--- src/rtl/ttl_pkg.sv ---
// Shared types and terminal-count helper for the 74x163-style counter chain.
package ttl_pkg;

    localparam logic [3:0] NIBBLE_MAX = 4'hF;

    typedef logic [3:0] nibble_t;

    // Terminal value for a chain of `stages` nibbles; modulo 0 means natural 2^W wrap.
    function automatic logic [31:0] tc_value(input int stages, input int modulo);
        logic [63:0] full;
        full = (64'd1 << (4 * stages)) - 64'd1;
        if (modulo == 0)
            return full[31:0];
        return 32'(modulo - 1);
    endfunction

endpackage

--- src/rtl/ttl_74x163_stage.sv ---
// One 4-bit synchronous counter stage, behaviourally equivalent to a 74x163 package.
module ttl_74x163_stage
    import ttl_pkg::*;
(
    input  logic    clk,
    input  logic    clr,
    input  logic    load,
    input  nibble_t d,
    input  logic    enp,
    input  logic    ent,
    output nibble_t q,
    output logic    rco
);

    always_ff @(posedge clk) begin
        if (clr)
            q <= '0;
        else if (load)
            q <= d;
        else if (enp && ent)
            q <= q + 4'd1;
    end

    assign rco = ent & (q == NIBBLE_MAX);

endmodule

--- src/rtl/ttl_counter_chain.sv ---
// Cascaded 74x163-style up-counter with optional modulo wrap and registered wrap pulse.
module ttl_counter_chain
    import ttl_pkg::*;
#(
    parameter int STAGES = 2,
    parameter int MODULO = 0
) (
    input  logic                  clk,
    input  logic                  rst,
    input  logic                  load,
    input  logic [4*STAGES-1:0]   d,
    input  logic                  enp,
    input  logic                  ent,
    output logic [4*STAGES-1:0]   q,
    output logic [STAGES-1:0]     stage_rco,
    output logic                  rco,
    output logic                  wrap
);

    localparam int W = 4 * STAGES;
    localparam logic [W-1:0] TC = W'(tc_value(STAGES, MODULO));

    logic            at_tc;
    logic            count_tc;
    logic            clr;
    logic [STAGES:0] t;

    assign at_tc    = (q == TC);
    // A stage's clear beats its load, so the decoded clear must yield to load here.
    assign count_tc = enp & ent & at_tc & ~load;
    assign clr      = rst | count_tc;

    assign t[0] = ent;

    for (genvar i = 0; i < STAGES; i++) begin : g_stage
        ttl_74x163_stage u_stage (
            .clk  (clk),
            .clr  (clr),
            .load (load),
            .d    (d[4*i +: 4]),
            .enp  (enp),
            .ent  (t[i]),
            .q    (q[4*i +: 4]),
            .rco  (t[i+1])
        );
    end

    assign stage_rco = t[STAGES:1];
    assign rco       = ent & at_tc;

    always_ff @(posedge clk) begin
        if (rst)
            wrap <= 1'b0;
        else
            wrap <= count_tc;
    end

endmodule
--- config.mk ---
export PLATFORM = sky130hd
export DESIGN_NAME = ttl_counter_chain
export DESIGN_NICKNAME = d
export VERILOG_FILES = /design/src/rtl/ttl_pkg.sv /design/src/rtl/ttl_74x163_stage.sv /design/src/rtl/ttl_counter_chain.sv
export SDC_FILE = /design/constraint.sdc
export NUM_CORES = 1
export LEC_CHECK = 0
export CORE_MARGIN = 2
export CORE_UTILIZATION = 38
export DETAILED_ROUTE_END_ITERATION = 7
export HOLD_SLACK_MARGIN = 0.02
export PLACE_DENSITY = 0.79
export SLEW_MARGIN = 0
export SYNTH_ARGS = -nofsm -noshare
export SYNTH_HDL_FRONTEND = slang
export SYNTH_SLANG_ARGS = --single-unit
--- constraint.sdc ---
create_clock -name clk -period 1.8 [get_ports clk]
set_input_delay 0.27 -clock clk [delete_from_list [all_inputs] [get_ports clk]]
set_output_delay 0.27 -clock clk [all_outputs]
set_load 0.01 [all_outputs]
# --- Yosys cells after proc, flatten, opt, wreduce, memory -nomap -nowiden ---
# Index checks and enable logic that the tools add are counted.
totals:
  in_bits: 13
  reg_bits: 9
  word_cells: 24
  output_inout_bits: 12
classes:
  reduce_logical: 4
  n_addsub: 2
  eq_ne: 3
  n_bitwise: 8
  muxes: 4
ops:
  columns: ["operator", "count"]
  rows:
  - ["two-way mux 4 bit", 4]
  - ["adder 4 x 1 -> 4 bit (second input constant)", 2]
  - ["equality test 4 bit (second input constant)", 2]
  - ["equality test 8 bit (second input constant)", 1]
  - ["bitwise AND 1 bit", 6]
  - ["nonzero test 2 bit", 2]
  - ["logical AND 1 bit", 2]
  - ["NOT 1 bit", 1]
  - ["OR 1 bit", 1]

# --- Longest topological paths before layout ---
# Gate-level depths: netlist of the first run.
depth:
  word_depth: 5
  depth_mapped: 5
  mapped_depth_nobuf: 5

# --- Cells and area by module ---
# A second synthesis of the first run with hierarchy kept.
unflattened:
  cells_unflattened: 56
  area_unflattened_um2: 485.5
by_module_without_submodules:
  columns: ["mod", "area_per_inst_um2", "seq_area_each_um2", "instances", "cells_each"]
  rows:
  - ["ttl_74x163_stage", 207.7, 80.1, 2, 24]
  - ["ttl_counter_chain", 70.1, 20.0, 1, 8]

# --- Least setup slack after synthesis of the first run ---
# Ideal clock, no wire load.
synth_path:
  path_type: "reg2reg"
  startpoint: "reg g_stage[0].u_stage.q[0]"
  endpoint: "reg g_stage[1].u_stage.q[1]"
  required_ps: 1684
  synth_period_minus_slack_ps: 1680
  path_slack_ps: 120
  setup_ps: 116
  arrival_time_ps: 1564
  path_stages_with_launch: 6
  n_path_buf: 0
  path_cell_list: "dfxtp_1 ha_1 nand3_2 or4_4 nor2b_4 and3_1"
synth_between:
  elab_chain_len: 4
  word_cells_on_any_way: 8
  classes_between: "eq/ne (2); bitwise (4); reduce/logical (2)"
synth_rtl:
  columns: ["item", "line_no", "rtl"]
  rows:
  - ["from (decl)", "ttl_74x163_stage.sv:11", "output nibble_t q,"]
  - ["from (signal assigned)", "ttl_74x163_stage.sv:21", "q <= q + 4'd1;"]
  - ["equality test 8 bit or equality test 4 bit (tied branches)", "ttl_counter_chain.sv:28, ttl_74x163_stage.sv:24", null]
  - ["bitwise AND 1 bit (on tied branches)", "ttl_counter_chain.sv:30, ttl_74x163_stage.sv:24", null]
  - ["bitwise AND 1 bit or logical AND 1 bit (tied branches)", "ttl_counter_chain.sv:30, ttl_74x163_stage.sv:20", null]
  - ["OR 1 bit or nonzero test 2 bit (tied branches)", null, null]
  - ["to (signal assigned)", "ttl_74x163_stage.sv:21", null]
  - ["to (decl)", "ttl_74x163_stage.sv:11", null]
# Parallel ways exist; a longest one is shown, timed or not.
# A chain may end at the register's enable or synchronous reset.

# --- Worst setup path after layout of the first run ---
layout_path:
  startpoint: "reg g_stage[0].u_stage.q[0]"
  endpoint: "reg g_stage[0].u_stage.q[0]"
layout_between:
  elab_chain_len: 4
  word_cells_on_any_way: 7
  classes_between: "add/sub (1); eq/ne (1); mux (2); bitwise (3)"
layout_rtl:
  columns: ["item"]
  rows:
  - ["parallel branches: the longest is 4 deep, another holds adder 4 x 1 -> 4 bit"]
# Several ways; the timed one is not identified. The select of a mux whose other input is x is not followed.

==> results of run 1 <==
[sequential cells by signal, summed over array words and instances (netlist names)]
signal / count
wrap: 1
g_stage.u_stage.q: 8
[synth_stat cells]
cell      number
nand3_2        1
nand2b_1       5
and3_1         1
nor2_1         2
clkbuf_1       1
inv_1          1
o211a_1        4
or4_4          1
and4_2         1
nand3_1        5
dfxtp_1        9
xnor2_1        2
o21ai_0        4
nand2_1        6
buf_4          2
nor2b_4        1
mux2i_1        1
a31oi_1        1
and2_2         3
nor3_1         3
ha_1           2
xor2_1         4
[logic make-up (layout without fill, tap and decap cells)]
group                    count (synthesis)  count (layout)  synth area share
buffers and inverters                    4              37            0.0423
AND/OR/NAND/NOR                         29              29             0.329
adder cells (fa/ha/maj)                  2               2            0.0471
multiplexers                             1               1            0.0188
AO/OA/AOI/OAI                            9               9             0.125
flip-flops                               9               9             0.339
XOR/XNOR                                 6               6            0.0988
[final timing paths]
kind / depth (start not counted) / start / end
min reg2reg: 3 / g_stage[1].u_stage.q[1]$_SDFFE_PP0P_ / g_stage[1].u_stage.q[1]$_SDFFE_PP0P_
max reg2reg: 5 / g_stage[0].u_stage.q[0]$_SDFFE_PP0P_ / g_stage[0].u_stage.q[0]$_SDFFE_PP0P_
max: 5 / g_stage[0].u_stage.q[0]$_SDFFE_PP0P_ / g_stage[0].u_stage.q[0]$_SDFFE_PP0P_
min: 2 / rst / wrap$_SDFF_PP0_
[area by class of cell]
cell class | count | area, um2
Multi-Input combinational cell | 47 | 332
Clock buffer | 4 | 26.3
Sequential cell | 9 | 181
Inverter | 1 | 3.75
Fill cell | 115 | 443
Tap cell | 15 | 18.8
Timing Repair Buffer | 32 | 297
[through the flow]
| stage | instances | hold WS [ns] | util | setup WS (ns) |
|---|---|---|---|---|
| after floorplan | 60 | 0.341 | - | 0.120 |
| final | 108 | 0.632 | 0.660 | 0.138 |
| after global routing | 108 | 0.647 | 0.660 | 0.0535 |
| after detailed placement | 104 | 0.644 | 0.639 | -0.0414 |
| after CTS | 108 | 0.624 | 0.660 | 0.125 |
| after global placement | 104 | 0.631 | 0.639 | -0.0406 |
[layer usage]
| metal | vias up | GRT usage |
|---|---|---|
| met2 | 16 | 0.309 |
| met5 | - | 0 |
| li1 | 275 | - |
| met3 | 0 | 0.0348 |
| met4 | 0 | 0.0581 |
| met1 | 243 | 0.194 |
[where the power goes]
part	internal, mW	switching, mW	leakage, nW	total (mW)
Sequential	0.212	0.0122	0.0748	0.224
Combinational	0.0760	0.0446	0.314	0.121
Clock	0.0855	0.0757	0.0150	0.161
Total	0.373	0.132	0.404	0.506
==> out/results.txt, run 1 <==
Leading cell type in the layout, fill and taps excluded - clkdlybuf4s50_1
Antenna Cells - 0
Clock-pin slew of the registers on the worst-case setup and hold paths - 0.06 ns
Max_cap viols - 0
Worst path buffer plus inverter count - 0
Remaining design rule violation count - 0
Highest signal layer in the routed design - met3
Worst clock skew on the final layout - 0.00971 ns
IR Drop Worst-Case VDD - 0.344 mV
Width of the chip - 41.4 um
Overall via count from detail_route - 534
Global router's overall resource usage - 0.170
Total design power - 0.506 mW
Fin area - 858 um2
Worst path slowest cell - or4_4
Number of synthesized register bits - 9
Cell-by-cell trace of the critical path - ha_2 > nand3_2 > or4_4 > nor2b_4 > and2_2
Die area - 1710 um2
Summed negative setup slack over all endpoints - 0 ns
Unrepaired setup endpoints after global routing - no
Crit-path max cell delay - 0.54 ns
HPWL reported at the end of detailed placement - 1040 um
Gate family responsible for the most delay along the worst path - simple AND/OR/NAND/NOR gates
Met1 Routed Length - 589 um
Pin count of the biggest net entering global routing - 17
Largest cells by area after synthesis - dfxtp_1 34%, o211a_1 7.5%, xor2_1 6.6%, nand2b_1 5.9%, ha_1 4.7%
Setup Buffers After CTS - 0
Initial standard-cell utilization of the core - 0.409
Wire length on met2 - 665 um
Warnings, synthesis - 0
Placed instance area - 832 um2
Average footprint of a synthesized cell - 8.86 um2
Number of antenna violations at the first check in global routing - 0
Source-to-sink clock delay at the later pin of the worst-skew pair - 0.26 ns
Drt pass-1 iters - 4
Maximum fanout along the worst path - 8
Clock root buffer master - clkbuf_4
Distinct cell type count of the synthesized netlist - 22
Status - complete, no violations
Top-area cell type share of the netlist area - 0.339
Critical path data arrival time - 1.81 ns
Sink Count - 9
Violation count after the first detailed-routing iteration - 8
Standby leakage power - 0.404 nW
Total gr overflow - 0
Class of the worst hold path - primary input to flip-flop
Post-Synthesis Cell Area - 532 um2
Avg Vias per Cell - 4.94
Max Slew Vio Count - 0
Core Rows - 13
WL met3 - 68 um
Relative max-transition margin - 0.841
Power per unit of standard cell area - 589 nW/um2
Routed len/inst - 12.3 um
Number of buffers inserted for hold repair after clock tree synthesis - 0
Sequential element share of the synthesized area - 0.339
Vertical die dimension - 41.4 um
Number of nets produced by synthesis - 75
Nets - 109
I/O pin count - 25
Count of port buffers added during placement - 24
Count of final hold-check violations - 0
Number of antenna-violating nets in the routed design - 0
Buffer depth of the longest clock path - 2
Top library cells by usage in the layout, fill and taps aside - 21 x clkdlybuf4s50_1, 8 x dfxtp_1, 8 x buf_4
Share of layout cells above drive strength 1 - 0.215
Via count of the first global-routing pass - 530
Post-layout min period - 1.66 ns
Most area-hungry cell type in the Yosys netlist - dfxtp_1
Worst Tran Pin Value - 0.237 ns
Number of H-tree levels - 1
TritonCTS clock tree - done
Detailed Route WL - 1320 um
Worst EP required - 1.95 ns
Number of CTS-inserted buffers - 3
Area added between synthesis and finish - 61.4%
Count of final setup violators - 0
Wire length of the first global-routing pass - 2300 um
Max Clk Rate - 0.602 GHz
Core footprint - 1300 um2
Worst setup path class - flip-flop to flip-flop
Fraction of the cycle the final worst path needs - 0.923
Setup crit start kind - flip-flop
Crit. End Element - flip-flop
Post-CTS Resized - 5
Reg-to-reg setup timing slack - 0.14 ns
Number of instances in the synthesized netlist - 60
Global placement routability congestion - 0.745
Note: power is estimated with default switching activity, not from simulation.
==> run 2, diff against run 1 <==
SKIP_CTS_REPAIR_TIMING = 1   (was default)
==> run 2 against run 1 <==
Effect of this change:
- fmax hardly changed
- die area stayed put
- count of clock-buffer cells in the layout stayed put
- cell count stayed put
- critical path depth stayed put
- power is 0.19% higher
- flip-flop and latch count stayed put
- core utilization is 0.87 points higher
- design area is 1.3% higher
- largest power group unchanged
- highest routed layer is now met4
==> out/results.txt, run 2 (synthesis results as in run 1) <==
Standby leakage power - 0.446 nW (was 0.404 nW)
Crit. End Element - flip-flop (unchanged)
Status - complete, no violations (unchanged)
Startpoint of the worst-slack reg-to-reg timing path - g_stage[0].u_stage.q[0]$_SDFFE_PP0P_ (unchanged)
Initial standard-cell utilization of the core - 0.409 (unchanged)
Routed len/inst - 12.2 um (was 12.3 um)
Unrepaired setup endpoints after global routing - no (unchanged)
Overall via count from detail_route - 537 (was 534)
Width of the chip - 41.4 um (unchanged)
Pin count of the biggest net entering global routing - 17 (unchanged)
Drt pass-1 iters - 4 (unchanged)
Power per unit of standard cell area - 582 nW/um2 (was 589 nW/um2)
Worst clock skew on the final layout - 0.00948 ns (was 0.00971 ns)
Worst Tran Pin Value - 0.238 ns (was 0.237 ns)
Core Rows - 13 (unchanged)
Hold slack final - 0.629 ns (was 0.632 ns)
Buffer depth of the longest clock path - 2 (unchanged)
Worst setup path class - flip-flop to flip-flop (unchanged)
Global placement routability congestion - 0.745 (unchanged)
I/O pin count - 25 (unchanged)
Number of antenna-violating nets in the routed design - 0 (unchanged)
Sink Count - 9 (unchanged)
Area added between synthesis and finish - 63.5% (was 61.4%)
Critical path data arrival time - 1.81 ns (about the same)
TritonCTS clock tree - done (unchanged)
Source-to-sink clock delay at the later pin of the worst-skew pair - 0.26 ns (about the same)
Count of placed standard cells in the final layout, fillers left out - 108 (unchanged)
Fraction of the cycle the final worst path needs - 0.923 (about the same)
Share of layout cells above drive strength 1 - 0.215 (unchanged)
Max Clk Rate - 0.602 GHz (about the same)
Vertical die dimension - 41.4 um (unchanged)
Max Slew Vio Count - 0 (unchanged)
Count of final setup violators - 0 (unchanged)
Wire length of the first global-routing pass - 2290 um (was 2300 um)
Top library cells by usage in the layout, fill and taps aside - 21 x clkdlybuf4s50_1, 8 x dfxtp_1, 8 x buf_4 (unchanged)
HPWL reported at the end of detailed placement - 1040 um (unchanged)
Maximum fanout along the worst path - 8 (unchanged)
Total placed cells including tap cells - 104 (unchanged)
Most flops, register - g_stage.u_stage.q (unchanged)
Antenna Cells - 0 (unchanged)
Die area - 1710 um2 (unchanged)
Startpoint of the most critical hold path - rst (unchanged)
Max_cap viols - 0 (unchanged)
Number of CTS-inserted buffers - 3 (unchanged)
Class of the worst hold path - primary input to flip-flop (unchanged)
Core footprint - 1300 um2 (unchanged)
Beginning of the critical path - g_stage[0].u_stage.q[0]$_SDFFE_PP0P_ (unchanged)
Clock root buffer master - clkbuf_4 (unchanged)
IR Drop Worst-Case VDD - 0.343 mV (was 0.344 mV)
Via count of the first global-routing pass - 531 (was 530)
Count of port buffers added during placement - 24 (unchanged)
Summed negative setup slack over all endpoints - 0 ns (unchanged)
Filler cell count - 111 (was 115)
Avg Vias per Cell - 4.97 (was 4.94)
Worst EP required - 1.95 ns (about the same)
Remaining design rule violation count - 0 (unchanged)
Detailed Route WL - 1320 um (about the same)
Clock-pin slew of the registers on the worst-case setup and hold paths - 0.06 ns (about the same)
Biggest regs - g_stage.u_stage.q x8, wrap x1 (unchanged)
Leading cell type in the layout, fill and taps excluded - clkdlybuf4s50_1 (unchanged)
Nets - 109 (unchanged)
Setup crit start kind - flip-flop (unchanged)
Number of antenna violations at the first check in global routing - 0 (unchanged)
Violation count after the first detailed-routing iteration - 8 (unchanged)
Global router's overall resource usage - 0.169 (was 0.170)
Total gr overflow - 0 (unchanged)
Number of H-tree levels - 1 (unchanged)
Count of final hold-check violations - 0 (unchanged)
Relative max-transition margin - 0.840 (was 0.841)
Max FFs per register - 8 (unchanged)
Post-layout min period - 1.66 ns (about the same)
run 2: area by class of cell:
class | count | area (um2) | share of cell area
sequential | 9 | 181 | 0.209
tap | 15 | 18.8 | 0.0216
timing repair buffer | 32 | 308 | 0.354
multi-input combinational | 47 | 332 | 0.381
clock buffer | 4 | 26.3 | 0.0302
inverter | 1 | 3.75 | 0.00432
run 2: worst max-delay path: stages, from the launching register on:
cell and delay [ns]:
dfxtp_1 0.35, ha_2 0.21, nand3_2 0.12, or4_4 0.54, nor2b_4 0.17, and2_2 0.17
run 2: power by group:
part	internal (mW)	leakage, nW	switching, mW
combinational	0.0760	0.356	0.0445
sequential	0.212	0.0748	0.0121
clock	0.0855	0.0150	0.0767
total	0.373	0.446	0.133
run 2: through the flow:
step,setup slack [ns],utilization,total power [mW],area (um2)
after detailed placement,-0.0414,0.639,0.348,832
after CTS,-0.204,0.660,0.509,858
after global routing,0.0697,0.668,0.536,870
after floorplan,0.120,-,0.271,532
after global placement,-0.0406,0.639,0.344,832
final,0.139,0.668,0.507,870
run 2: path summary, 6_finish.rpt:
check | cells after the start | to | slack [ns]
min reg2reg | 3 | g_stage[1].u_stage.q[1]$_SDFFE_PP0P_ | 0.65
max reg2reg | 5 | g_stage[0].u_stage.q[0]$_SDFFE_PP0P_ | 0.14
max | 5 | g_stage[0].u_stage.q[0]$_SDFFE_PP0P_ | 0.14
min | 2 | wrap$_SDFF_PP0_ | 0.63
run 2: routing by layer:
metal  track usage  vias up  share of wire  routed length [um]
met1         0.191      242           0.45                 597
li1              -      275              -                   -
met2         0.309       18           0.49                 651
met5             0        -              0                   0
met3        0.0348        2          0.047                  62
met4        0.0581        0         0.0030                   4
